## config.mk

```make
export PLATFORM = sky130hd
export DESIGN_NAME = control_sequencer
export DESIGN_NICKNAME = d
export VERILOG_FILES = /design/src/rtl/control_sequencer_pkg.sv /design/src/rtl/control_sequencer_op_decode.sv /design/src/rtl/control_sequencer.sv
export SDC_FILE = /design/constraint.sdc
export NUM_CORES = 1
export LEC_CHECK = 0
export ABC_CLOCK_PERIOD_IN_PS = 5550
export CAP_MARGIN = 10
export CORE_AREA = 2 2 56 63
export CTS_CLUSTER_DIAMETER = 100
export DETAILED_ROUTE_END_ITERATION = 10
export DIE_AREA = 0 0 58 65
export HOLD_SLACK_MARGIN = 0.15
export PLACE_DENSITY = 0.84
export SLEW_MARGIN = 40
export SYNTH_ARGS = -nofsm -noshare
export SYNTH_HDL_FRONTEND = slang
export SYNTH_SLANG_ARGS = --single-unit
export TNS_END_PERCENT = 30
```

## constraint.sdc

```tcl
create_clock -name clk -period 5.55 [get_ports clk]
set_input_delay 0.555 -clock clk [delete_from_list [all_inputs] [get_ports clk]]
set_output_delay 0.555 -clock clk [all_outputs]
set_load 0.05 [all_outputs]
```

## src/rtl/control_sequencer_pkg.sv

```systemverilog
// Shared definitions for the control sequencer: opcodes, ALU one-hot codes,
// the sequencer state enum and the instruction classes produced by op_decode.
package control_sequencer_pkg;

  // Opcodes as found in ir[31:27]
  localparam logic [4:0] OpLd   = 5'd0;
  localparam logic [4:0] OpLdi  = 5'd1;
  localparam logic [4:0] OpSt   = 5'd2;
  localparam logic [4:0] OpAdd  = 5'd3;
  localparam logic [4:0] OpSub  = 5'd4;
  localparam logic [4:0] OpAnd  = 5'd5;
  localparam logic [4:0] OpOr   = 5'd6;
  localparam logic [4:0] OpShr  = 5'd7;
  localparam logic [4:0] OpShra = 5'd8;
  localparam logic [4:0] OpShl  = 5'd9;
  localparam logic [4:0] OpRor  = 5'd10;
  localparam logic [4:0] OpRol  = 5'd11;
  localparam logic [4:0] OpAddi = 5'd12;
  localparam logic [4:0] OpAndi = 5'd13;
  localparam logic [4:0] OpOri  = 5'd14;
  localparam logic [4:0] OpMul  = 5'd15;
  localparam logic [4:0] OpDiv  = 5'd16;
  localparam logic [4:0] OpNeg  = 5'd17;
  localparam logic [4:0] OpNot  = 5'd18;
  localparam logic [4:0] OpBr   = 5'd19;
  localparam logic [4:0] OpJr   = 5'd20;
  localparam logic [4:0] OpJal  = 5'd21;
  localparam logic [4:0] OpIn   = 5'd22;
  localparam logic [4:0] OpOut  = 5'd23;
  localparam logic [4:0] OpMfhi = 5'd24;
  localparam logic [4:0] OpMflo = 5'd25;
  localparam logic [4:0] OpNop  = 5'd26;
  localparam logic [4:0] OpHalt = 5'd27;

  // One-hot ALU operation codes; bit 11 is reserved
  localparam logic [11:0] AluNone = 12'h000;
  localparam logic [11:0] AluAdd  = 12'h001;
  localparam logic [11:0] AluSub  = 12'h002;
  localparam logic [11:0] AluAnd  = 12'h004;
  localparam logic [11:0] AluOr   = 12'h008;
  localparam logic [11:0] AluShr  = 12'h010;
  localparam logic [11:0] AluShra = 12'h020;
  localparam logic [11:0] AluShl  = 12'h040;
  localparam logic [11:0] AluRor  = 12'h080;
  localparam logic [11:0] AluRol  = 12'h100;
  localparam logic [11:0] AluNeg  = 12'h200;
  localparam logic [11:0] AluNot  = 12'h400;

  // T-steps occupy 0..7 so the low three bits are the step index
  typedef enum logic [3:0] {
    StT0     = 4'd0,
    StT1     = 4'd1,
    StT2     = 4'd2,
    StT3     = 4'd3,
    StT4     = 4'd4,
    StT5     = 4'd5,
    StT6     = 4'd6,
    StT7     = 4'd7,
    StReset  = 4'd8,
    StHalted = 4'd9
  } state_e;

  typedef enum logic [3:0] {
    ClsNone,    // nop, mul, div, unassigned
    ClsLd,
    ClsLdi,
    ClsSt,
    ClsAlu3,    // register-register ALU ops
    ClsAluImm,  // addi/andi/ori
    ClsAlu1,    // neg/not
    ClsBr,
    ClsJr,
    ClsJal,
    ClsIn,
    ClsOut,
    ClsMfhi,
    ClsMflo,
    ClsHalt
  } instr_cls_e;

  // Final T-step index of each instruction class
  function automatic logic [2:0] last_step(input instr_cls_e cls);
    logic [2:0] step;
    step = 3'd3;
    case (cls)
      ClsLd, ClsSt:               step = 3'd7;
      ClsLdi, ClsAlu3, ClsAluImm: step = 3'd5;
      ClsBr:                      step = 3'd6;
      ClsAlu1, ClsJal:            step = 3'd4;
      default:                    step = 3'd3;
    endcase
    return step;
  endfunction

endpackage

```

## src/rtl/control_sequencer_op_decode.sv

```systemverilog
// Combinational opcode decoder: ir[31:27] -> instruction class and ALU code.
module control_sequencer_op_decode
  import control_sequencer_pkg::*;
(
  input  logic [4:0]  i_opcode,
  output instr_cls_e  o_cls,
  output logic [11:0] o_alu
);

  // Classify the opcode; address arithmetic and branches use ADD
  always_comb begin
    o_cls = ClsNone;
    o_alu = AluNone;
    case (i_opcode)
      OpLd:   begin o_cls = ClsLd;     o_alu = AluAdd;  end
      OpLdi:  begin o_cls = ClsLdi;    o_alu = AluAdd;  end
      OpSt:   begin o_cls = ClsSt;     o_alu = AluAdd;  end
      OpAdd:  begin o_cls = ClsAlu3;   o_alu = AluAdd;  end
      OpSub:  begin o_cls = ClsAlu3;   o_alu = AluSub;  end
      OpAnd:  begin o_cls = ClsAlu3;   o_alu = AluAnd;  end
      OpOr:   begin o_cls = ClsAlu3;   o_alu = AluOr;   end
      OpShr:  begin o_cls = ClsAlu3;   o_alu = AluShr;  end
      OpShra: begin o_cls = ClsAlu3;   o_alu = AluShra; end
      OpShl:  begin o_cls = ClsAlu3;   o_alu = AluShl;  end
      OpRor:  begin o_cls = ClsAlu3;   o_alu = AluRor;  end
      OpRol:  begin o_cls = ClsAlu3;   o_alu = AluRol;  end
      OpAddi: begin o_cls = ClsAluImm; o_alu = AluAdd;  end
      OpAndi: begin o_cls = ClsAluImm; o_alu = AluAnd;  end
      OpOri:  begin o_cls = ClsAluImm; o_alu = AluOr;   end
      OpNeg:  begin o_cls = ClsAlu1;   o_alu = AluNeg;  end
      OpNot:  begin o_cls = ClsAlu1;   o_alu = AluNot;  end
      OpBr:   begin o_cls = ClsBr;     o_alu = AluAdd;  end
      OpJr:   o_cls = ClsJr;
      OpJal:  o_cls = ClsJal;
      OpIn:   o_cls = ClsIn;
      OpOut:  o_cls = ClsOut;
      OpMfhi: o_cls = ClsMfhi;
      OpMflo: o_cls = ClsMflo;
      OpHalt: o_cls = ClsHalt;
      default: begin
        o_cls = ClsNone;
        o_alu = AluNone;
      end
    endcase
  end

endmodule

```

## src/rtl/control_sequencer.sv

```systemverilog
// Microsequencer for the datapath: steps RESET -> T0..T7 -> HALTED and
// decodes every control strobe from (state, opcode).
module control_sequencer
  import control_sequencer_pkg::*;
(
  input  logic        clk,
  input  logic        clr,
  input  logic [31:0] ir,
  input  logic        con_ff,
  input  logic        stop,
  output logic        run,
  output logic        PCout,
  output logic        Zhighout,
  output logic        Zlowout,
  output logic        MDRout,
  output logic        HIout,
  output logic        LOout,
  output logic        Cout,
  output logic        InPortout,
  output logic        PCin,
  output logic        MARin,
  output logic        MDRin,
  output logic        IRin,
  output logic        Yin,
  output logic        Zin,
  output logic        HIin,
  output logic        LOin,
  output logic        CONin,
  output logic        OutPortIn,
  output logic        r15write,
  output logic        Gra,
  output logic        Grb,
  output logic        Grc,
  output logic        Rin_in,
  output logic        Rout_in,
  output logic        BAout,
  output logic        IncPC,
  output logic        MDRRead,
  output logic        RAMread,
  output logic        RAMwrite,
  output logic        con_FF_Reset,
  output logic [11:0] ALUControl
);

  state_e     r_state;
  state_e     w_state_d;
  logic       r_halt_instr;   // HALTED was entered by the halt opcode: only clr exits
  logic       w_halt_instr_d;
  instr_cls_e w_cls;
  logic [11:0] w_alu;
  logic       w_is_last;

  // Register fields are consumed by the datapath select logic, not here
  logic w_unused_ir;
  assign w_unused_ir = ^ir[26:0];

  control_sequencer_op_decode u_op_decode (
    .i_opcode (ir[31:27]),
    .o_cls    (w_cls),
    .o_alu    (w_alu)
  );

  assign w_is_last = (r_state[2:0] == last_step(w_cls));

  // State register with asynchronous active-low clear
  always_ff @(posedge clk or negedge clr) begin
    if (!clr) begin
      r_state      <= StReset;
      r_halt_instr <= 1'b0;
    end else begin
      r_state      <= w_state_d;
      r_halt_instr <= w_halt_instr_d;
    end
  end

  // Next-state: fetch steps are fixed, execute steps end at the class's last step
  always_comb begin
    w_state_d      = r_state;
    w_halt_instr_d = r_halt_instr;
    unique case (r_state)
      StReset:  w_state_d = StT0;
      StT0:     w_state_d = StT1;
      StT1:     w_state_d = StT2;
      StT2:     w_state_d = StT3;
      StHalted: if (!r_halt_instr && !stop) w_state_d = StT0;
      StT3, StT4, StT5, StT6, StT7: begin
        if (w_cls == ClsHalt) begin
          w_state_d      = StHalted;
          w_halt_instr_d = 1'b1;
        end else if (w_is_last) begin
          w_state_d = stop ? StHalted : StT0;
        end else begin
          w_state_d = state_e'({1'b0, r_state[2:0] + 3'd1});
        end
      end
      default:  w_state_d = StReset;
    endcase
  end

  // Moore output decode; everything idles outside the listed steps
  always_comb begin
    run          = ~r_state[3];
    PCout        = 1'b0;
    Zhighout     = 1'b0;
    Zlowout      = 1'b0;
    MDRout       = 1'b0;
    HIout        = 1'b0;
    LOout        = 1'b0;
    Cout         = 1'b0;
    InPortout    = 1'b0;
    PCin         = 1'b0;
    MARin        = 1'b0;
    MDRin        = 1'b0;
    IRin         = 1'b0;
    Yin          = 1'b0;
    Zin          = 1'b0;
    HIin         = 1'b0;
    LOin         = 1'b0;
    CONin        = 1'b0;
    OutPortIn    = 1'b0;
    r15write     = 1'b0;
    Gra          = 1'b0;
    Grb          = 1'b0;
    Grc          = 1'b0;
    Rin_in       = 1'b0;
    Rout_in      = 1'b0;
    BAout        = 1'b0;
    IncPC        = 1'b0;
    MDRRead      = 1'b0;
    RAMread      = 1'b0;
    RAMwrite     = 1'b0;
    con_FF_Reset = 1'b0;
    ALUControl   = AluNone;
    unique case (r_state)
      StT0: begin
        PCout = 1'b1; MARin = 1'b1; IncPC = 1'b1; Zin = 1'b1; con_FF_Reset = 1'b1;
      end
      StT1: begin
        Zlowout = 1'b1; PCin = 1'b1; MDRRead = 1'b1; RAMread = 1'b1; MDRin = 1'b1;
      end
      StT2: begin
        MDRout = 1'b1; IRin = 1'b1;
      end
      StT3: begin
        case (w_cls)
          ClsLd, ClsLdi, ClsSt: begin Grb = 1'b1; BAout = 1'b1; Yin = 1'b1; end
          ClsAlu3, ClsAluImm:   begin Grb = 1'b1; Rout_in = 1'b1; Yin = 1'b1; end
          ClsAlu1: begin
            Grb = 1'b1; Rout_in = 1'b1; ALUControl = w_alu; Zin = 1'b1;
          end
          ClsBr:   begin Gra = 1'b1; Rout_in = 1'b1; CONin = 1'b1; end
          ClsJr:   begin Gra = 1'b1; Rout_in = 1'b1; PCin = 1'b1; end
          ClsJal:  begin PCout = 1'b1; r15write = 1'b1; end
          ClsIn:   begin InPortout = 1'b1; Gra = 1'b1; Rin_in = 1'b1; end
          ClsOut:  begin Gra = 1'b1; Rout_in = 1'b1; OutPortIn = 1'b1; end
          ClsMfhi: begin HIout = 1'b1; Gra = 1'b1; Rin_in = 1'b1; end
          ClsMflo: begin LOout = 1'b1; Gra = 1'b1; Rin_in = 1'b1; end
          default: ;
        endcase
      end
      StT4: begin
        case (w_cls)
          ClsLd, ClsLdi, ClsSt, ClsAluImm: begin
            Cout = 1'b1; ALUControl = w_alu; Zin = 1'b1;
          end
          ClsAlu3: begin
            Grc = 1'b1; Rout_in = 1'b1; ALUControl = w_alu; Zin = 1'b1;
          end
          ClsAlu1: begin Zlowout = 1'b1; Gra = 1'b1; Rin_in = 1'b1; end
          ClsBr:   begin PCout = 1'b1; Yin = 1'b1; end
          ClsJal:  begin Gra = 1'b1; Rout_in = 1'b1; PCin = 1'b1; end
          default: ;
        endcase
      end
      StT5: begin
        case (w_cls)
          ClsLdi, ClsAlu3, ClsAluImm: begin Zlowout = 1'b1; Gra = 1'b1; Rin_in = 1'b1; end
          ClsLd, ClsSt:               begin Zlowout = 1'b1; MARin = 1'b1; end
          ClsBr: begin Cout = 1'b1; ALUControl = w_alu; Zin = 1'b1; end
          default: ;
        endcase
      end
      StT6: begin
        case (w_cls)
          ClsLd:   begin MDRRead = 1'b1; RAMread = 1'b1; MDRin = 1'b1; end
          // Store data comes from the register file, not memory
          ClsSt:   begin Gra = 1'b1; Rout_in = 1'b1; MDRin = 1'b1; end
          ClsBr:   begin Zlowout = 1'b1; PCin = con_ff; end
          default: ;
        endcase
      end
      StT7: begin
        case (w_cls)
          ClsLd:   begin MDRout = 1'b1; Gra = 1'b1; Rin_in = 1'b1; end
          ClsSt:   RAMwrite = 1'b1;
          default: ;
        endcase
      end
      default: ;
    endcase
  end

endmodule

```

==> results of run 1 <==
[per-layer routing]
| layer | GRT usage | share of wire |
|---|---|---|
| met5 | 0 | 0 |
| met4 | 0.0669 | 0.010 |
| met3 | 0.0259 | 0.064 |
| met2 | 0.315 | 0.52 |
| met1 | 0.244 | 0.41 |
[flip-flops by register name (all words and copies together), names as in the netlist]
register      count
r_state           4
r_halt_instr      1
[how the worst max path moves through the flow]
| stage | end | slack (ns) | start |
|---|---|---|---|
| floorplan | ALUControl[9] | 2.20 | r_state[1] |
| global placement | ALUControl[7] | 1.40 | ir[31] |
| detailed placement | ALUControl[7] | 1.34 | ir[31] |
| CTS | ALUControl[7] | 1.32 | ir[31] |
| global route | ALUControl[7] | 1.52 | ir[27] |
| finish | ALUControl[7] | 1.64 | ir[27] |
[cells in the final DEF (no fill, tap or decap), types with 5 or more instances in the layout]
master | synthesis | layout
clkdlybuf4s50_1 | 0 | 46
nor2_1 | 19 | 19
nand2_1 | 16 | 16
nor3_1 | 10 | 10
inv_1 | 9 | 9
nand3_1 | 7 | 7
o21ai_0 | 7 | 7
a21oi_1 | 5 | 5
[critical path, delay by kind of cell]
family	cells	cell delay, ns
simple gates	4	0.73
compound gates	2	0.46
buf+inv	2	1.60
[cell families after synthesis]
family,share of synthesized area
XOR/XNOR,0.0359
adder cells (fa/ha/maj),0.0422
buffers and inverters,0.130
AO/OA/AOI/OAI,0.262
flip-flops,0.107
other,0.00316
AND/OR/NAND/NOR,0.420
[cell type report]
type	instances	area, um2	share of cell area
multi-input cells	141	916	0.567
repair buffers	47	465	0.288
flip-flops and latches	5	126	0.0782
well taps	36	45.0	0.0279
inverters	10	37.5	0.0232
clock buffers	4	26.3	0.0163
[stage by stage]
step	power [mW]	cell area (um2)
3_5_place_dp	0.0804	1600
2_1_floorplan	0.0725	1200
3_3_place_gp	0.0796	1600
6_report	0.121	1620
5_1_grt	0.131	1620
4_1_cts	0.124	1620
[power by group]
| part | switching, mW | internal [mW] |
|---|---|---|
| Clock | 0.0143 | 0.0271 |
| Sequential | 0 | 0.0366 |
| Combinational | 0.0302 | 0.0130 |
==> summary.txt, run 1 <==
Synthesis
  – Synth top area cells: dfrtp_1, nor2_1, nand2_1
  – Synth async-reset ratio: 1.00
  – Cells after Synth: 170
  – Synthesized cell area: 0.00118 mm2
  – Synth cell count leaders: nor2_1, nand2_1, nor3_1
  – Unique masters post-synth: 58
  – Top cell type by total area after synthesis: dfrtp_1
  – Number of synthesis warnings: 0
  – Register bit total from synthesis: 5
  – Top_reg_cell synth: dfrtp_1
  – Area share of the largest cell type after synthesis: 0.0845
  – Sequential area share after synthesis: 0.107
  – Synth Area per Inst: 6.97 um2
  – EDFF count, synth: 0
  – Most common cell in the synthesized netlist: nor2_1

Critical path
  – Crit-path cells: clkdlybuf4s50_1, and2_1, nand2_2, o21a_1, o22ai_4, nor2_4, nor3_2, clkdlybuf4s50_1
  – Slowest cell on the critical path: clkdlybuf4s50_1
  – Worst-path fanout max: 14
  – Reg-to-reg slack, setup: 3.64 ns
  – FF-to-FF Start: r_state[0]
  – CP Capture Type: output pin
  – CP Launch Type: primary input
  – Top cell by count, worst path: clkdlybuf4s50_1
  – Max incr delay on CP: 0.82 ns
  – Critical Path AT: 3.36 ns
  – Critical Path RT: 4.99 ns
  – Worst r2r path cells: 6
  – Setup CP Type: in2out
  – FF-to-FF End: r_state[1]

STA
  – Total negative slack: 0 ns
  – Period utilization: 0.705
  – RSZ-0062 raised after global routing: no
  – Setup violators final: 0
  – Setup ws final: 1.64 ns
  – Max-slew headroom: 0.658
  – Fin. Hold Viols: 0
  – Final Max Tran Viols: 0
  – Worst slew pin tran: 0.512 ns
  – Worst hold margin: 0.466 ns
  – Clock Skew: 0.00227 ns
  – Fmax: 0.255 GHz
  – Fin crit period: 3.91 ns

Hold path
  – Worst hold stages: 2
  – Min-delay src: r_halt_instr
  – Hold EP: r_halt_instr
  – Tightest Hold Check Type: reg2reg

Route
  – First-pass DRT Iterations: 4
  – Remaining routing DRC violations: 0
  – Post-DRT Antenna Nets: 0
  – Post-DR vias/cell: 5.67
  – Post-Route WL: 3450 um
  – DRT iter0 DRCs: 42
  – Average wire per standard cell: 14.2 um
  – Vias: 1378

Placed design
  – Routability cong.: 0.867
  – Post-detail-place hpwl: 2800 um
  – # port buffers: 47
  – Place WS: 1.34 ns
  – Placed Cells: 239

Floorplan
  – Core Box Area: 0.00319 mm2
  – Starting density of the core: 0.371
  – Site Rows: 22
  – Num ports: 79
  – Die Span X: 58 um
  – DIE HEIGHT: 65 um
  – Die Footprint: 0.00377 mm2

Clock network
  – H-tree depth: 1
  – Post-CTS Hold Buffers: 0
  – Clock sink total: 5
  – CTS Buffer Depth: 2
  – Clock transition at the registers of the reported paths: 0.04 ns
  – Clk_lat worst skew: 0.24 ns
  – Postcts setup bufs: 0
  – CTS tree: yes
  – Clock Tree Root: clkbuf_4
  – Number of buffers created by CTS: 3
  – Resize count post-CTS: 0

Power and ir drop
  – PwrDens: 75.0 mW/mm2
  – Max VDD drop: 0.0875 mV
  – P_leak: 0.622 nW

Final layout
  – Final Util: 0.506
  – Final Instance Count excl. Fillers: 243
  – Nets: 248
  – Antenna cells: 0
  – Layout cells sized above 1: 0.135
  – Filler cell count: 336
  – Area grow syn2layout: 36.4%

GRT
  – First-pass GRT wire length: 5770 um
  – Grt ovf: 0
  – Initial antenna violation count: 0
  – Vias in the first global route: 1271
  – Largest net degree at the start of global routing: 25
  – Gr usage total: 0.189

Run
  – Maxcap violations: 0

Status
  – Status: finished, final reports clean
Note: power is estimated with default switching activity, not from simulation.
==> inputs of run 2 (changes only) <==
ABC_CLOCK_PERIOD_IN_PS = 3170   (was 5550)
CORE_AREA = 2 2 61 68   (was 2 2 56 63)
DIE_AREA = 0 0 63 70   (was 0 0 58 65)
PLACE_DENSITY = 0.76   (was 0.84)
clock period = 3.17 ns   (was 5.55 ns; I/O delays follow)
==> run 2 against run 1 <==
  * Highest routed layer unchanged
  * Global-route usage decreased by 1.3 points
  * Clock power increased to 2.8 times the previous value
  * Core utilization decreased by 2.5 points
  * Critical path depth decreased by 2
  * Power increased by 120%
  * Largest cell class unchanged
  * Critical path type unchanged
  * Flip-flop and latch count unchanged
  * Final area increased by 14%
  * Register-to-register slack got worse by 2.4 ns
  * Worst hold slack got worse by 0.15 ns
==> summary.txt, run 2 (same netlist as run 1, synthesis figures left out) <==
Status
  – Status: finished, final reports clean (unchanged)

Route
  – Post-DR vias/cell: 5.37 (was 5.67)
  – Post-Route WL: 3720 um (was 3450 um)
  – Vias: 1422 (was 1378)
  – Detail Route met2 WL: 1820 um (was 1780 um)
  – Highest layer used for signal routing: met4 (unchanged)
  – Post-DRT Antenna Nets: 0 (unchanged)
  – First-pass DRT Iterations: 4 (unchanged)
  – Met1 WL: 1560 um (was 1410 um)
  – Metal3 WL: 267 um (was 220 um)
  – Remaining routing DRC violations: 0 (unchanged)
  – DRT iter0 DRCs: 98 (was 42)
  – Average wire per standard cell: 14.1 um (was 14.2 um)

Clock network
  – Clock transition at the registers of the reported paths: 0.03 ns (was 0.04 ns)
  – H-tree depth: 1 (unchanged)
  – Postcts setup bufs: 0 (unchanged)
  – CTS tree: yes (unchanged)
  – Clock Tree Root: clkbuf_8 (was clkbuf_4)
  – Clock sink total: 5 (unchanged)
  – Clk_lat worst skew: 0.22 ns (was 0.24 ns)
  – CTS Buffer Depth: 2 (unchanged)
  – Resize count post-CTS: 0 (unchanged)
  – Number of buffers created by CTS: 3 (unchanged)
  – Post-CTS Hold Buffers: 0 (unchanged)

Placed design
  – Post-detail-place hpwl: 2890 um (was 2800 um)
  – # port buffers: 47 (unchanged)
  – Place WS: 0.354 ns (was 1.34 ns)
  – Routability cong.: 0.912 (was 0.867)

Power and ir drop
  – Max VDD drop: 0.157 mV (was 0.0875 mV)
  – PwrDens: 142 mW/mm2 (was 75.0 mW/mm2)
  – P_leak: 0.772 nW (was 0.622 nW)

Critical path
  – CP Capture Type: output pin (unchanged)
  – Critical Path RT: 2.85 ns (was 4.99 ns)
  – Crit-path cells: clkdlybuf4s50_1, inv_2, nor2_1, nand3_1, nor2_1, clkdlybuf4s50_1 (was clkdlybuf4s50_1, and2_1, nand2_2, o21a_1, o22ai_4, nor2_4, nor3_2, clkdlybuf4s50_1)
  – Worst-path fanout max: 9 (was 14)
  – CP Launch Type: primary input (unchanged)
  – Critical Path AT: 2.54 ns (was 3.36 ns)
  – Max incr delay on CP: 0.81 ns (was 0.82 ns)
  – Slowest cell on the critical path: clkdlybuf4s50_1 (unchanged)
  – Crit path max-delay family: buffers and inverters (unchanged)
  – Worst path bufs/invs: 3 (was 2)
  – Setup CP Type: in2out (unchanged)

Floorplan
  – Core Box Area: 0.00381 mm2 (was 0.00319 mm2)
  – Site Rows: 24 (was 22)
  – Die Span X: 63 um (was 58 um)
  – Num ports: 79 (unchanged)
  – DIE HEIGHT: 70 um (was 65 um)
  – Die Footprint: 0.00441 mm2 (was 0.00377 mm2)
  – Starting density of the core: 0.311 (was 0.371)

GRT
  – Initial antenna violation count: 0 (unchanged)
  – Vias in the first global route: 1384 (was 1271)
  – First-pass GRT wire length: 6390 um (was 5770 um)
  – Largest net degree at the start of global routing: 23 (was 25)
  – Gr usage total: 0.176 (was 0.189)
  – Grt ovf: 0 (unchanged)

Final layout
  – Layout cells sized above 1: 0.310 (was 0.135)
  – Top Registers: r_state (4), r_halt_instr (1) (unchanged)
  – Max reg flops: 4 (unchanged)
  – Leading cell type in the layout, fill and taps excluded: buf_4 (was clkdlybuf4s50_1)
  – Antenna cells: 0 (unchanged)
  – Area grow syn2layout: 54.9% (was 36.4%)
  – Largest Register: r_state (unchanged)
  – Commonest non-fill, non-tap cells in the layout: buf_4, nor2_1, buf_12, nand2_1, clkdlybuf4s50_1 (was clkdlybuf4s50_1, nor2_1, nand2_1, nor3_1, inv_1)
  – Filler cell count: 360 (was 336)
  – Nets: 254 (was 248)

STA
  – RSZ-0062 raised after global routing: no (unchanged)
  – Worst slew pin tran: 0.496 ns (was 0.512 ns)
  – Fin crit period: 2.86 ns
  – Final Max Tran Viols: 0 (unchanged)
  – Max-slew headroom: 0.666 (was 0.658)
  – Setup ws final: 0.309 ns (was 1.64 ns)
  – Fmax: 0.349 GHz
  – Fin. Hold Viols: 0 (unchanged)
  – Total negative slack: 0 ns (unchanged)
  – Period utilization: 0.903
  – Clock Skew: 0.00140 ns (was 0.00227 ns)
  – Setup violators final: 0 (unchanged)

Run
  – Maxcap violations: 0 (unchanged)

Hold path
  – Tightest Hold Check Type: in2async (was reg2reg)
run 2: changes by cell type in the layout (fill, tap and decap cells not counted):
cell / previous run / this run
clkdlybuf4s50_1: 46 / 14
buf_4: 0 / 22
buf_12: 0 / 17
clkbuf_4: 3 / 0
clkbuf_8: 0 / 3
buf_2: 1 / 0
run 2: final timing paths:
path	startpoint	end	slack, ns	cells past startpoint
setup / recovery	ir[29]	OutPortIn	0.31	6
min in group clk	r_halt_instr	r_halt_instr	0.47	2
hold / removal	clr	r_state[2]	0.32	1
max in group asynchronous	clr	r_state[3]	2.60	1
setup reg to reg	r_state[0]	r_state[1]	1.26	6
hold reg to reg	r_halt_instr	r_halt_instr	0.47	2
run 2: layout make-up:
class                           instances  area [um2]  share of cell area
Multi-Input combinational cell        141         916               0.499
Timing Repair Buffer                   53         646               0.352
Sequential cell                         5         126              0.0688
Tap cell                               52        65.1              0.0354
Clock buffer                            4        45.0              0.0245
Inverter                               10        37.5              0.0204
run 2: through the flow:
step	std cells	hold slack (ns)	instance area [um2]	utilization	power, mW
CTS	265	0.325	1840	0.481	0.262
global placement	261	0.450	1790	0.469	0.144
floorplan	173	0.0214	1200	-	0.127
finish	265	0.318	1840	0.481	0.262
detailed placement	261	0.460	1790	0.469	0.145
global route	265	0.333	1840	0.481	0.277
run 2: power breakdown:
group | internal, mW | switching [mW]
combinational | 0.0267 | 0.0544
clock | 0.0862 | 0.0299
sequential | 0.0643 | 0
total | 0.177 | 0.0844
run 2: worst register-to-register path: stages (launching register included):
cell     delay, ns
dfrtp_1       0.41
inv_1         0.12
ha_1          0.29
o31a_1        0.33
o21ai_4       0.19
nor3_1        0.10
a221o_1       0.35
run 2: routing by layer:
metal	GRT usage	vias up
li1	-	680
met1	0.240	659
met3	0.0338	9
met5	0	-
met2	0.281	74
met4	0.0494	0
